File: src/rtl/dmem_lsu.sv
// Load/store unit driving a word-addressed data memory.
// Sub-word stores are done as read-modify-write.
module dmem_lsu #(
  parameter int DEPTH  = 2048,
  parameter int ADDR_W = 32
) (
  input  logic              clk,
  input  logic              rst,
  input  logic              req_valid,
  output logic              req_ready,
  input  logic              req_we,
  input  logic [1:0]        req_size,
  input  logic              req_unsigned,
  input  logic [ADDR_W-1:0] req_addr,
  input  logic [31:0]       req_wdata,
  output logic              resp_valid,
  input  logic              resp_ready,
  output logic [31:0]       resp_rdata,
  output logic              resp_err,
  output logic              mem_en,
  output logic              mem_rw,
  output logic [ADDR_W-1:0] mem_addr,
  output logic [31:0]       mem_wdata,
  input  logic [31:0]       mem_rdata
);

  localparam logic [ADDR_W-1:0] DEPTH_W = ADDR_W'(DEPTH);

  typedef enum logic [2:0] {
    IDLE,
    READ,
    CAPT,
    WRITE,
    RESP
  } state_t;

  typedef struct packed {
    logic              we;
    logic [1:0]        size;
    logic              uns;
    logic [1:0]        off;
    logic [ADDR_W-1:0] idx;
  } req_t;

  state_t            state;
  state_t            state_nxt;
  req_t              rq;
  logic [31:0]       word_q;
  logic [31:0]       rdata_q;
  logic              err_q;
  logic              accept;
  logic              bad;
  logic              sub_st;
  logic [ADDR_W-1:0] idx_in;

  function automatic logic [31:0] load_ext(
    input logic [31:0] w,
    input logic [1:0]  size,
    input logic        uns,
    input logic [1:0]  off
  );
    logic [7:0]  b;
    logic [15:0] h;
    logic [31:0] r;
    b = 8'(w >> {off, 3'b000});
    h = 16'(w >> {off[1], 4'b0000});
    unique case (size)
      2'b00:   r = uns ? {24'b0, b} : {{24{b[7]}}, b};
      2'b01:   r = uns ? {16'b0, h} : {{16{h[15]}}, h};
      default: r = w;
    endcase
    return r;
  endfunction

  // Replace one lane of the fetched word with right-aligned store data.
  function automatic logic [31:0] merge(
    input logic [31:0] w,
    input logic [31:0] d,
    input logic [1:0]  size,
    input logic [1:0]  off
  );
    logic [31:0] m;
    logic [31:0] s;
    if (size == 2'b00) begin
      m = 32'h0000_00ff << {off, 3'b000};
      s = {24'b0, d[7:0]} << {off, 3'b000};
    end else begin
      m = 32'h0000_ffff << {off[1], 4'b0000};
      s = {16'b0, d[15:0]} << {off[1], 4'b0000};
    end
    return (w & ~m) | (s & m);
  endfunction

  assign idx_in    = req_addr >> 2;
  assign req_ready = (state == IDLE) && !rst;
  assign accept    = req_valid && req_ready;
  assign sub_st    = req_we && (req_size != 2'b10);

  always_comb begin
    bad = 1'b0;
    unique case (req_size)
      2'b00:   bad = 1'b0;
      2'b01:   bad = req_addr[0];
      2'b10:   bad = |req_addr[1:0];
      default: bad = 1'b1;
    endcase
    if (idx_in >= DEPTH_W) bad = 1'b1;
  end

  always_ff @(posedge clk) begin
    if (rst) state <= IDLE;
    else     state <= state_nxt;
  end

  always_comb begin
    state_nxt  = state;
    mem_en     = 1'b0;
    mem_rw     = 1'b0;
    mem_addr   = '0;
    mem_wdata  = '0;
    resp_valid = 1'b0;
    unique case (state)
      IDLE: begin
        if (accept) begin
          if (bad)         state_nxt = RESP;
          else if (req_we && !sub_st)
                           state_nxt = WRITE;
          else             state_nxt = READ;
        end
      end
      READ: begin
        mem_en    = 1'b1;
        mem_addr  = rq.idx;
        state_nxt = CAPT;
      end
      CAPT: begin
        state_nxt = rq.we ? WRITE : RESP;
      end
      WRITE: begin
        mem_en    = 1'b1;
        mem_rw    = 1'b1;
        mem_addr  = rq.idx;
        mem_wdata = word_q;
        state_nxt = RESP;
      end
      RESP: begin
        resp_valid = 1'b1;
        if (resp_ready) state_nxt = IDLE;
      end
      default: state_nxt = IDLE;
    endcase
  end

  always_ff @(posedge clk) begin
    if (rst) begin
      rq      <= '0;
      word_q  <= '0;
      rdata_q <= '0;
      err_q   <= 1'b0;
    end else begin
      if (accept) begin
        rq.we   <= req_we;
        rq.size <= req_size;
        rq.uns  <= req_unsigned;
        rq.off  <= req_addr[1:0];
        rq.idx  <= idx_in;
        word_q  <= req_wdata;
        rdata_q <= '0;
        err_q   <= bad;
      end
      if (state == CAPT) begin
        if (rq.we)
          word_q <= merge(mem_rdata, word_q, rq.size, rq.off);
        else
          rdata_q <= load_ext(mem_rdata, rq.size, rq.uns, rq.off);
      end
    end
  end

  assign resp_rdata = rdata_q;
  assign resp_err   = err_q;

endmodule
File: config.mk
export PLATFORM = sky130hd
export DESIGN_NAME = dmem_lsu
export DESIGN_NICKNAME = d
export VERILOG_FILES = /design/src/rtl/dmem_lsu.sv
export SDC_FILE = /design/constraint.sdc
export NUM_CORES = 1
export LEC_CHECK = 0
export CAP_MARGIN = 30
export CORE_ASPECT_RATIO = 1.25
export CORE_MARGIN = 5
export CORE_UTILIZATION = 45
export DETAILED_ROUTE_END_ITERATION = 16
export PLACE_DENSITY = 0.81
export REMOVE_ABC_BUFFERS = 1
export SETUP_SLACK_MARGIN = 0.05
export SYNTH_ARGS = -nofsm -noshare
export SYNTH_HDL_FRONTEND = slang
export SYNTH_SLANG_ARGS = --single-unit
File: constraint.sdc
create_clock -name clk -period 2.48 [get_ports clk]
set_input_delay 0.62 -clock clk [delete_from_list [all_inputs] [get_ports clk]]
set_output_delay 0.62 -clock clk [all_outputs]
set_load 0.05 [all_outputs]
; ---- After elaboration in Yosys (flattened, before gate mapping)
; Index checks and enable logic that the tools add are counted.
[totals]
n_memories = 0
output_inout_bits = 101
mem_bits_ro = 0
elab_cells = 72
latch_bits = 0
register_bits = 104
input_bits = 104
mem_bits_rw = 0
[classes]
muxes = 30
n_eq_ne = 10
magnitude_cmp = 1
n_div = 0
n_shift = 6
n_reduce_logical = 12
mul = 0
bitwise_logic = 4
add_sub_neg = 0
[op_table]
columns = cell, count
row1 = two-way mux 32 bit, 17
row2 = AND 32 bit, 2
row3 = case mux 32 bit (2 select lines), 1
row4 = inverter 32 bit, 1
row5 = OR 32 bit, 1
row6 = << shifter 16 x 5 -> 32 bit, 1
row7 = "<< shifter 16 x 5 -> 32 bit, first input constant", 1
row8 = << shifter 8 x 5 -> 32 bit, 1
row9 = "<< shifter 8 x 5 -> 32 bit, first input constant", 1
row10 = right shift 32 x 5 -> 16 bit, 1
row11 = right shift 32 x 5 -> 8 bit, 1
row12 = ">= comparator 30 x 12 -> 1 bit, second input constant", 1
row13 = two-way mux 30 bit, 1
row14 = case mux 3 bit (5 select lines), 1
row15 = two-way mux 3 bit, 4
row16 = "== test 3 x 2 -> 1 bit, second input constant", 2
row17 = "inequality test 2 bit, second input constant", 3
row18 = "== test 2 x 1 -> 1 bit, second input constant", 2
row19 = logical AND 1 bit, 4
row20 = zero test 2 bit, 2
row21 = two-way mux 1 bit, 4
row22 = OR reduction 2 bit, 2
row23 = "== test 3 x 1 -> 1 bit, second input constant", 1
row24 = "== test 3 bit, second input constant", 1
row25 = other kinds (6), 7

; ---- Longest topological paths before layout
; Gate-level depths: netlist (run 1).
[logic_depth]
depth_word = 10
mapped_depth = 7
ltp_nobuf = 4

; ---- Worst setup path after synthesis (run 1)
; OpenSTA, ideal clock, no wires.
[synth_path]
path_kind = reg-to-output
from = register state[0]
to = output port mem_addr[17]
slack_ns = -0.111
path_buffers = 3
arrival_ns = 1.971
stages_incl_launch_ff = 6
t_required_ns = 1.860
path_cell_list = dfxtp_1 > buf_2 > nor2b_1 > clkbuf_1 > clkbuf_1 > and2_1
[synth_via]
elab_chain_len = 3
word_cells_on_any_way = 4
cone_classes = eq/ne: 2 / mux: 1 / reduce/logical: 1
[synth_rtl]
columns = item, line
row1 = "start, declared", 45  ; state_t state;
row2 = "start signal, assigned", 112  ; else state <= state_nxt;
row3 = == test 3 x 2 -> 1 bit or == test 3 x 1 -> 1 bit (tied branches), 122  ; unique case (state)
row4 = OR reduction 2 bit (no line) (*), n/a
row5 = two-way mux 30 bit (*), 122
row6 = "end, declared", 22  ; output logic [ADDR_W-1:0] mem_addr,
; Mark *: on every way between the ends. The rest lies on a longest branch, timed or not.

; ---- Final worst setup path (run 1)
[layout_path]
from = input port req_addr[14]
to = register state[0]
[layout_via]
elab_chain_len = 5
[layout_rtl]
columns = item, line
row1 = "start, declared", 14  ; input logic [ADDR_W-1:0] req_addr,
row2 = >= comparator 30 x 12 -> 1 bit, 107  ; if (idx_in >= DEPTH_W) bad = 1'b1;
row3 = two-way mux 1 bit, 107
row4 = two-way mux 3 bit, 125  ; if (bad) state_nxt = RESP;
row5 = two-way mux 3 bit, 124  ; if (accept) begin
row6 = case mux 3 bit (5 select lines), 122
; Every way passes these cells. The select of a mux whose other input is x is not followed.
; A chain may end at the register's enable or synchronous reset.

==> results.sh, run 1 <==
export IMPL_transition_time_at_the_pin_with_the_least_slew_margin_ns=0.8276
export IMPL_non_filler_cells_in_the_finished_layout=985
export IMPL_standard_cell_with_the_maximum_stage_delay_on_the_critical_path="or4_4"
export IMPL_yosys_register_bits=104
export IMPL_rr_worst_depth=4
export IMPL_post_synth_top_count_cell="nand2_1"
export IMPL_worstHoldPathType="reg -> reg"
export IMPL_finalSetupViolations=0
export IMPL_synth_async_sr_flop_share=0
export IMPL_overflow=0
export IMPL_post_route_drc=0
export IMPL_post_synth_instance_area_um2=5560
export IMPL_crit_fanout=2
export IMPL_synth_avg_cell_area_um2=8.621
export IMPL_post_synth_most_frequent_cells="106 x nand2_1, 104 x dfxtp_1, 51 x mux2i_1"
export IMPL_worst_endpoint_arrival_ns=2.58
export IMPL_crit_buf_inv=1
export IMPL_starting_density_of_the_core=0.4572
export IMPL_yosysTopAreaCell="dfxtp_1"
export IMPL_via_count_of_the_first_global_routing_pass=5852
export IMPL_die_width_um=109.4
export IMPL_numPortBuffers=202
export IMPL_final_hold_violation_count=0
export IMPL_max_clock_path_buffers=2
export IMPL_postSynthCellCount=645
export IMPL_netlist_area_leader_share=0.3744
export IMPL_worst_setup_path_start_kind="input pin"
export IMPL_synth_warnings=0
export IMPL_drive_gt1_frac=0.1620
export IMPL_skew_ns=0.004467
export IMPL_critical_path_class="in -> reg"
export IMPL_synth_main_ff_cell="dfxtp_1"
export IMPL_number_of_sinks_driven_by_the_clock_tree=104
export IMPL_post_route_cell_area_um2=8628
export IMPL_power_mw=3.848
export IMPL_num_vias=5628
export IMPL_antenna_found_initial=0
export IMPL_worst_setup_path_endpoint="state[0]"
export IMPL_placement_cell_area_um2=8364
export IMPL_ioPinCount=205
export IMPL_power_static_leakage_nw=3.394
export IMPL_synth_top_cells_by_area="dfxtp_1 37%, mux2i_1 9.2%, nand2_1 7.2%"
export IMPL_ff2ff_setup_slack_ns=0.28
export IMPL_h_tree_levels=3
export IMPL_fmax_ghz=0.4273
export IMPL_crit_family="simple AND/OR/NAND/NOR gates"
export IMPL_hpwl_reported_at_the_end_of_detailed_placement_um=14680
export IMPL_final_clock_period_utilization_by_the_worst_path=0.9437
export IMPL_grt_usage=0.2564
export IMPL_finalWeightedCongestion=0.8543
export IMPL_die_area_um2=14690
export IMPL_peakVddDrop_v=0.0002936
export IMPL_antenna_cells_inserted=0
export IMPL_worst_setup_hold_path_clk_slew_ns=0.06
export IMPL_cp_cell_sequence="clkdlybuf4s50_1, nor4_2, nand4_1, or4_4, a2111oi_4"
export IMPL_rsz0062_at_grt="false"
export IMPL_maxSlewHeadroom=0.4483
export IMPL_cts_root_buffer="clkbuf_16"
export IMPL_synth_sequential_area_ratio=0.3744
export IMPL_finalWorstPathRequiredPeriod_ns=2.340
export IMPL_wirelength_um=18920
export IMPL_fin_nets=922
export IMPL_drt_iter0_drc=333
export IMPL_drt_vias_per_instance=5.714
export IMPL_die_height_um=134.3
export IMPL_coreArea_um2=12160
export IMPL_holdCritStartpoint="rq[23]"
export IMPL_area_overhead_vs_synth_pct=55.18
export IMPL_cellPowerDensity_nw_per_um2=446.0
export IMPL_drtAntennaViolNets=0
export IMPL_cp_end_kind="flip-flop"
export IMPL_post_place_cells=971
export IMPL_final_seq_area_um2=2083
export IMPL_fin_worst_hold_slack_ns=0.4681
export IMPL_run_status="completed"
export IMPL_critical_path_reg2reg_startpoint="rq[36]"
export IMPL_cp_startpoint="req_addr[14]"
export IMPL_synth_edff_count=0
export IMPL_timing_max_transition_violations_final=0
export IMPL_cap_violations=0
export IMPL_cts_inserted_buffers=9
export IMPL_critPathRequiredTime_ns=2.72
export IMPL_clock_insertion_delay_worst_skew_ns=0.34
export IMPL_worstSetupPathDepth=5
export IMPL_grt_max_degree=43
export IMPL_layout_filler_cells=905
export IMPL_timing_rr_end="resp_rdata[20]"
export IMPL_drt_wirelength_per_cell_um=19.21
export IMPL_grt_pass1_wl_um=29990
export IMPL_std_cell_rows=45
export IMPL_worst_path_largest_cell_delay_ns=0.57
export IMPL_tritoncts="yes"
export IMPL_setup_tns_final_ns=0
export IMPL_multiInputGateArea_um2=3183
export IMPL_detail_route_first_pass_iterations=5
export IMPL_post_synth_num_cell_types=49
==> worst min-delay path by stage <==
| stage | end | cells after the start | slack, ns |
|---|---|---|---|
| 6_report | rq[23] | 2 | 0.47 |
| 3_5_place_dp | rq[23] | 2 | 0.46 |
| 5_1_grt | rq[21] | 2 | 0.49 |
| 4_1_cts | rq[23] | 2 | 0.47 |
| 3_3_place_gp | resp_rdata[14] | 1 | 0.45 |
| 2_1_floorplan | rq[0] | 2 | 0.44 |
==> sequential cells by signal, summed over array words and instances, names as in the netlist <==
signal and flops:
resp_err 1, resp_rdata 32, rq 36, state 3
word_q 32
==> layout make-up <==
| type | count | share of cell area |
|---|---|---|
| Multi-Input combinational cell | 473 | 0.3689 |
| Timing Repair Buffer | 225 | 0.3341 |
| Sequential cell | 104 | 0.2414 |
| Clock buffer | 13 | 0.02900 |
| Tap cell | 164 | 0.02378 |
| Inverter | 5 | 0.002175 |
| Clock inverter | 1 | 0.0005800 |
==> stage by stage <==
stage          setup slack (ns)  utilization
6_report                 0.1396       0.7095
5_1_grt                 0.07740       0.7095
4_1_cts                 0.05027       0.7088
3_5_place_dp            -0.2051       0.6878
3_3_place_gp            -0.1131       0.6878
2_1_floorplan            -1.374            -
==> worst reg2reg max path, stage by stage, from the launching register on <==
cell and delay, ns:
dfxtp_1 0.76, buf_4 0.37, nor3_1 0.10, o21bai_2 0.58
a311oi_1 0.23
==> repair_timing <==
item                                    in CTS  in global routing
endpoints found under the hold margin        0                  0
pin swaps                                    0                  0
endpoints found under the setup margin      40                 37
hold buffers                                 0                  0
buffers inserted                             0                  0
resized for setup                            1                  2
cloned                                       0                  0
==> cell usage in the layout (no fill, tap or decap), drive strengths merged, types with 2 or more instances in the layout <==
| cell type | netlist | final |
|---|---|---|
| mux2 | 7 | 7 |
| nand2b | 11 | 11 |
| a32o | 8 | 8 |
| nor3b | 2 | 2 |
| clkdlybuf4s50 | 0 | 135 |
| and3 | 32 | 32 |
| or4b | 5 | 5 |
| o32ai | 6 | 6 |
| a311oi | 17 | 17 |
| dfxtp | 104 | 104 |
| inv | 4 | 4 |
| nor2 | 10 | 10 |
| a221oi | 7 | 7 |
| nor4 | 5 | 5 |
| nand2 | 106 | 106 |
| mux2i | 51 | 51 |
| o2bb2ai | 6 | 6 |
| nor3 | 5 | 5 |
| a22o | 8 | 8 |
| a211oi | 7 | 7 |
| nand3b | 36 | 36 |
| a21oi | 27 | 27 |
| nor2b | 7 | 7 |
| conb | 1 | 2 |
| clkinv | 1 | 2 |
| o31ai | 2 | 2 |
| o21ai | 16 | 16 |
| buf | 29 | 90 |
| o22ai | 34 | 34 |
| clkbuf | 35 | 13 |
| and2 | 46 | 46 |
==> kinds of logic (layout without fill, tap and decap cells) <==
group,count (synthesis),after routing,synth area share
AOI/OAI and AO/OA,143,143,0.1868
buffers and inverters,69,244,0.05738
DFF,104,104,0.3744
muxes,59,59,0.1100
other,1,2,0.0006744
and+or+nand+nor,269,269,0.2707
==> per-layer routing <==
metal	global-route usage	part of all wire	vias up
met1	0.2894	0.39	2698
met3	0.06018	0.064	44
li1	-	-	2672
met5	0	0	-
met4	0.1171	0.035	0
met2	0.4498	0.51	214
==> report_power, final <==
part           switching [mW]  total [mW]  internal (mW)
clock network           0.578        1.27          0.697
registers              0.0674        1.81           1.75
logic                   0.384       0.761          0.377
No activity file was read; power rests on OpenSTA's default activity.
==> inputs of run 2 (changes only) <==
--- a/config.mk
+++ b/config.mk
@@ -7,7 +7,7 @@
 export LEC_CHECK = 0
 export CAP_MARGIN = 30
 export CORE_ASPECT_RATIO = 1.25
-export CORE_MARGIN = 5
+export CORE_MARGIN = 1
 export CORE_UTILIZATION = 45
 export DETAILED_ROUTE_END_ITERATION = 16
 export PLACE_DENSITY = 0.81
==> constraint.sdc (replaced) <==
create_clock -name clk -period 2.48 [get_ports clk]
set_input_delay 0.248 -clock clk [delete_from_list [all_inputs] [get_ports clk]]
set_output_delay 0.248 -clock clk [all_outputs]
set_load 0.05 [all_outputs]
==> run 2 against run 1 <==
Via count fell by 1.7%. Die area shrank 13%. Largest power group unchanged. Clock power grew 13%. Critical path type is now reg -> out.
==> results.sh, run 2 (synthesized netlist as in run 1, its figures left out) <==
export IMPL_run_status="completed"
export IMPL_wirelength_um=18090
export IMPL_critical_path_reg2reg_startpoint="rq[36]"
export IMPL_registers_top_by_ff_count="rq"
export IMPL_final_cell_mix="135 x clkdlybuf4s50_1, 105 x nand2_1, 104 x dfxtp_1"
export IMPL_via_count_of_the_first_global_routing_pass=5478
export IMPL_rsz0062_at_grt="false"
export IMPL_die_height_um=126.3
export IMPL_post_place_cells=970
export IMPL_die_width_um=101.4
export IMPL_coreArea_um2=12110
export IMPL_overflow=0
export IMPL_antenna_cells_inserted=0
export IMPL_critPathRequiredTime_ns=2.23
export IMPL_transition_time_at_the_pin_with_the_least_slew_margin_ns=0.8838
export IMPL_post_cts_repair_setup_buffers=0
export IMPL_antenna_found_initial=0
export IMPL_cap_violations=0
export IMPL_fmax_ghz=0.4606
export IMPL_worst_setup_path_start_kind="flip-flop"
export IMPL_finalSetupViolations=0
export IMPL_final_hold_violation_count=0
export IMPL_crit_buf_inv=2
export IMPL_h_tree_levels=3
export IMPL_drt_wirelength_per_cell_um=18.39
export IMPL_die_area_um2=12810
export IMPL_holdCritStartpoint="req_addr[6]"
export IMPL_grt_usage=0.2789
export IMPL_drtAntennaViolNets=0
export IMPL_worst_setup_hold_path_clk_slew_ns=0.07
export IMPL_largest_register_ffs=36
export IMPL_final_clock_period_utilization_by_the_worst_path=0.8754
export IMPL_ff2ff_setup_slack_ns=0.35
export IMPL_ioPinCount=205
export IMPL_grt_max_degree=46
export IMPL_worstHoldPathType="in -> reg"
export IMPL_maxSlewHeadroom=0.4108
export IMPL_number_of_sinks_driven_by_the_clock_tree=104
export IMPL_hpwl_reported_at_the_end_of_detailed_placement_um=13510
export IMPL_most_common_cell_after_layout_fill_and_taps_aside="clkdlybuf4s50_1"
export IMPL_grt_pass1_wl_um=27790
export IMPL_numPortBuffers=202
export IMPL_cp_end_kind="primary output"
export IMPL_post_route_drc=0
export IMPL_cp_cell_sequence="nor2b_4, buf_4, and3_1, buf_12"
export IMPL_hold_path_endpoint="rq[4]"
export IMPL_non_filler_cells_in_the_finished_layout=984
export IMPL_finalWorstPathRequiredPeriod_ns=2.171
export IMPL_fin_nets=921
export IMPL_crit_family="flip-flops"
export IMPL_layout_filler_cells=946
export IMPL_starting_density_of_the_core=0.4593
export IMPL_power_switching_fraction=0.2654
export IMPL_drt_vias_per_instance=5.624
export IMPL_drive_gt1_frac=0.1634
export IMPL_clock_insertion_delay_worst_skew_ns=0.35
export IMPL_timing_max_transition_violations_final=0
export IMPL_crit_fanout=41
export IMPL_rr_worst_depth=4
export IMPL_critical_path_class="reg -> out"
export IMPL_pwr_share_seq=0.452
export IMPL_standard_cell_with_the_maximum_stage_delay_on_the_critical_path="dfxtp_1"
export IMPL_worst_endpoint_arrival_ns=1.92
export IMPL_power_net_switching_mw=1.060
export IMPL_cellPowerDensity_nw_per_um2=485.1
export IMPL_cts_inserted_buffers=9
export IMPL_area_overhead_vs_synth_pct=48.18
export IMPL_cts_root_buffer="clkbuf_16"
export IMPL_detail_route_first_pass_iterations=4
export IMPL_cts_hold_buffers_added=0
export IMPL_cts_resized=0
export IMPL_worst_path_largest_cell_delay_ns=0.55
export IMPL_drt_iter0_drc=270
export IMPL_min_delay_path_depth=3
export IMPL_timing_rr_end="resp_rdata[20]"
export IMPL_power_mw=3.996
export IMPL_finalWeightedCongestion=0.8461
export IMPL_skew_ns=0.006779
export IMPL_proportion_of_power_drawn_by_the_clock_network=0.359
export IMPL_p_comb_frac=0.188
export IMPL_peakVddDrop_v=0.0002963
export IMPL_num_vias=5534
export IMPL_power_static_leakage_nw=3.314
export IMPL_std_cell_rows=45
export IMPL_cell_internal_pwr_mw=2.936
export IMPL_max_clock_path_buffers=2
export IMPL_tritoncts="yes"
-- run 2: cell types whose count changed in the layout (fill, tap and decap cells not counted), sizes merged --
cell	before	now
clkbuf	13	11
clkinvlp	0	1
bufinv	0	1
buf	90	89
-- run 2: layout make-up --
| cell class | instances | area [um^2] | area share |
|---|---|---|---|
| Multi-Input combinational cell | 473 | 3183 | 0.3863 |
| Timing Repair Buffer | 224 | 2455 | 0.2979 |
| Sequential cell | 104 | 2082 | 0.2527 |
| Clock buffer | 11 | 252.7 | 0.03068 |
| Tap cell | 164 | 205.2 | 0.02491 |
| Clock inverter | 3 | 42.54 | 0.005163 |
| Inverter | 5 | 18.77 | 0.002278 |
-- run 2: worst max path at each step --
stage | slack, ns | cells past startpoint | end | from
floorplan | -1.20 | 4 | word_q[10] | state[1]
global placement | 0.29 | 5 | state[0] | req_addr[18]
detailed placement | 0.26 | 5 | state[0] | req_addr[18]
CTS | 0.30 | 4 | mem_wdata[14] | state[0]
finish | 0.31 | 4 | mem_wdata[14] | state[0]
global route | 0.15 | 4 | resp_rdata[20] | rq[32]
-- run 2: stage by stage --
stage               setup TNS (ns)  hold slack, ns  area [um^2]  utilization  setup slack, ns
detailed placement               0          0.4581         7944       0.6562           0.2580
global placement                 0          0.4503         7944       0.6562           0.2937
finish                           0          0.4347         8239       0.6806           0.3089
global route                     0          0.4435         8239       0.6806           0.1545
floorplan                  -158.09          0.3123         5264            -           -1.204
CTS                              0          0.4285         8239       0.6806           0.2979
-- run 2: tightest hold or removal path: cells and delay by family --
family	cells	cell delay, ns
simple gates	2	0.09
buf+inv	1	0.40
-- run 2: power groups by stage --
stage | combinational (mW) | sequential, mW | clock, mW
after floorplan | 0.380 | 1.84 | 0
after global placement | 0.730 | 1.84 | 0
after detailed placement | 0.747 | 1.84 | 0
final | 0.752 | 1.81 | 1.44
after global routing | 0.812 | 1.81 | 1.52
after CTS | 0.750 | 1.81 | 1.45
-- run 2: per-layer routing --
layer  up-vias  GRT usage  share of wire
li1       2666          -              -
met1      2612     0.3214           0.40
met2       214     0.4906           0.50
met3        42    0.04550          0.057
met4         0     0.1407          0.035
met5         -          0              0
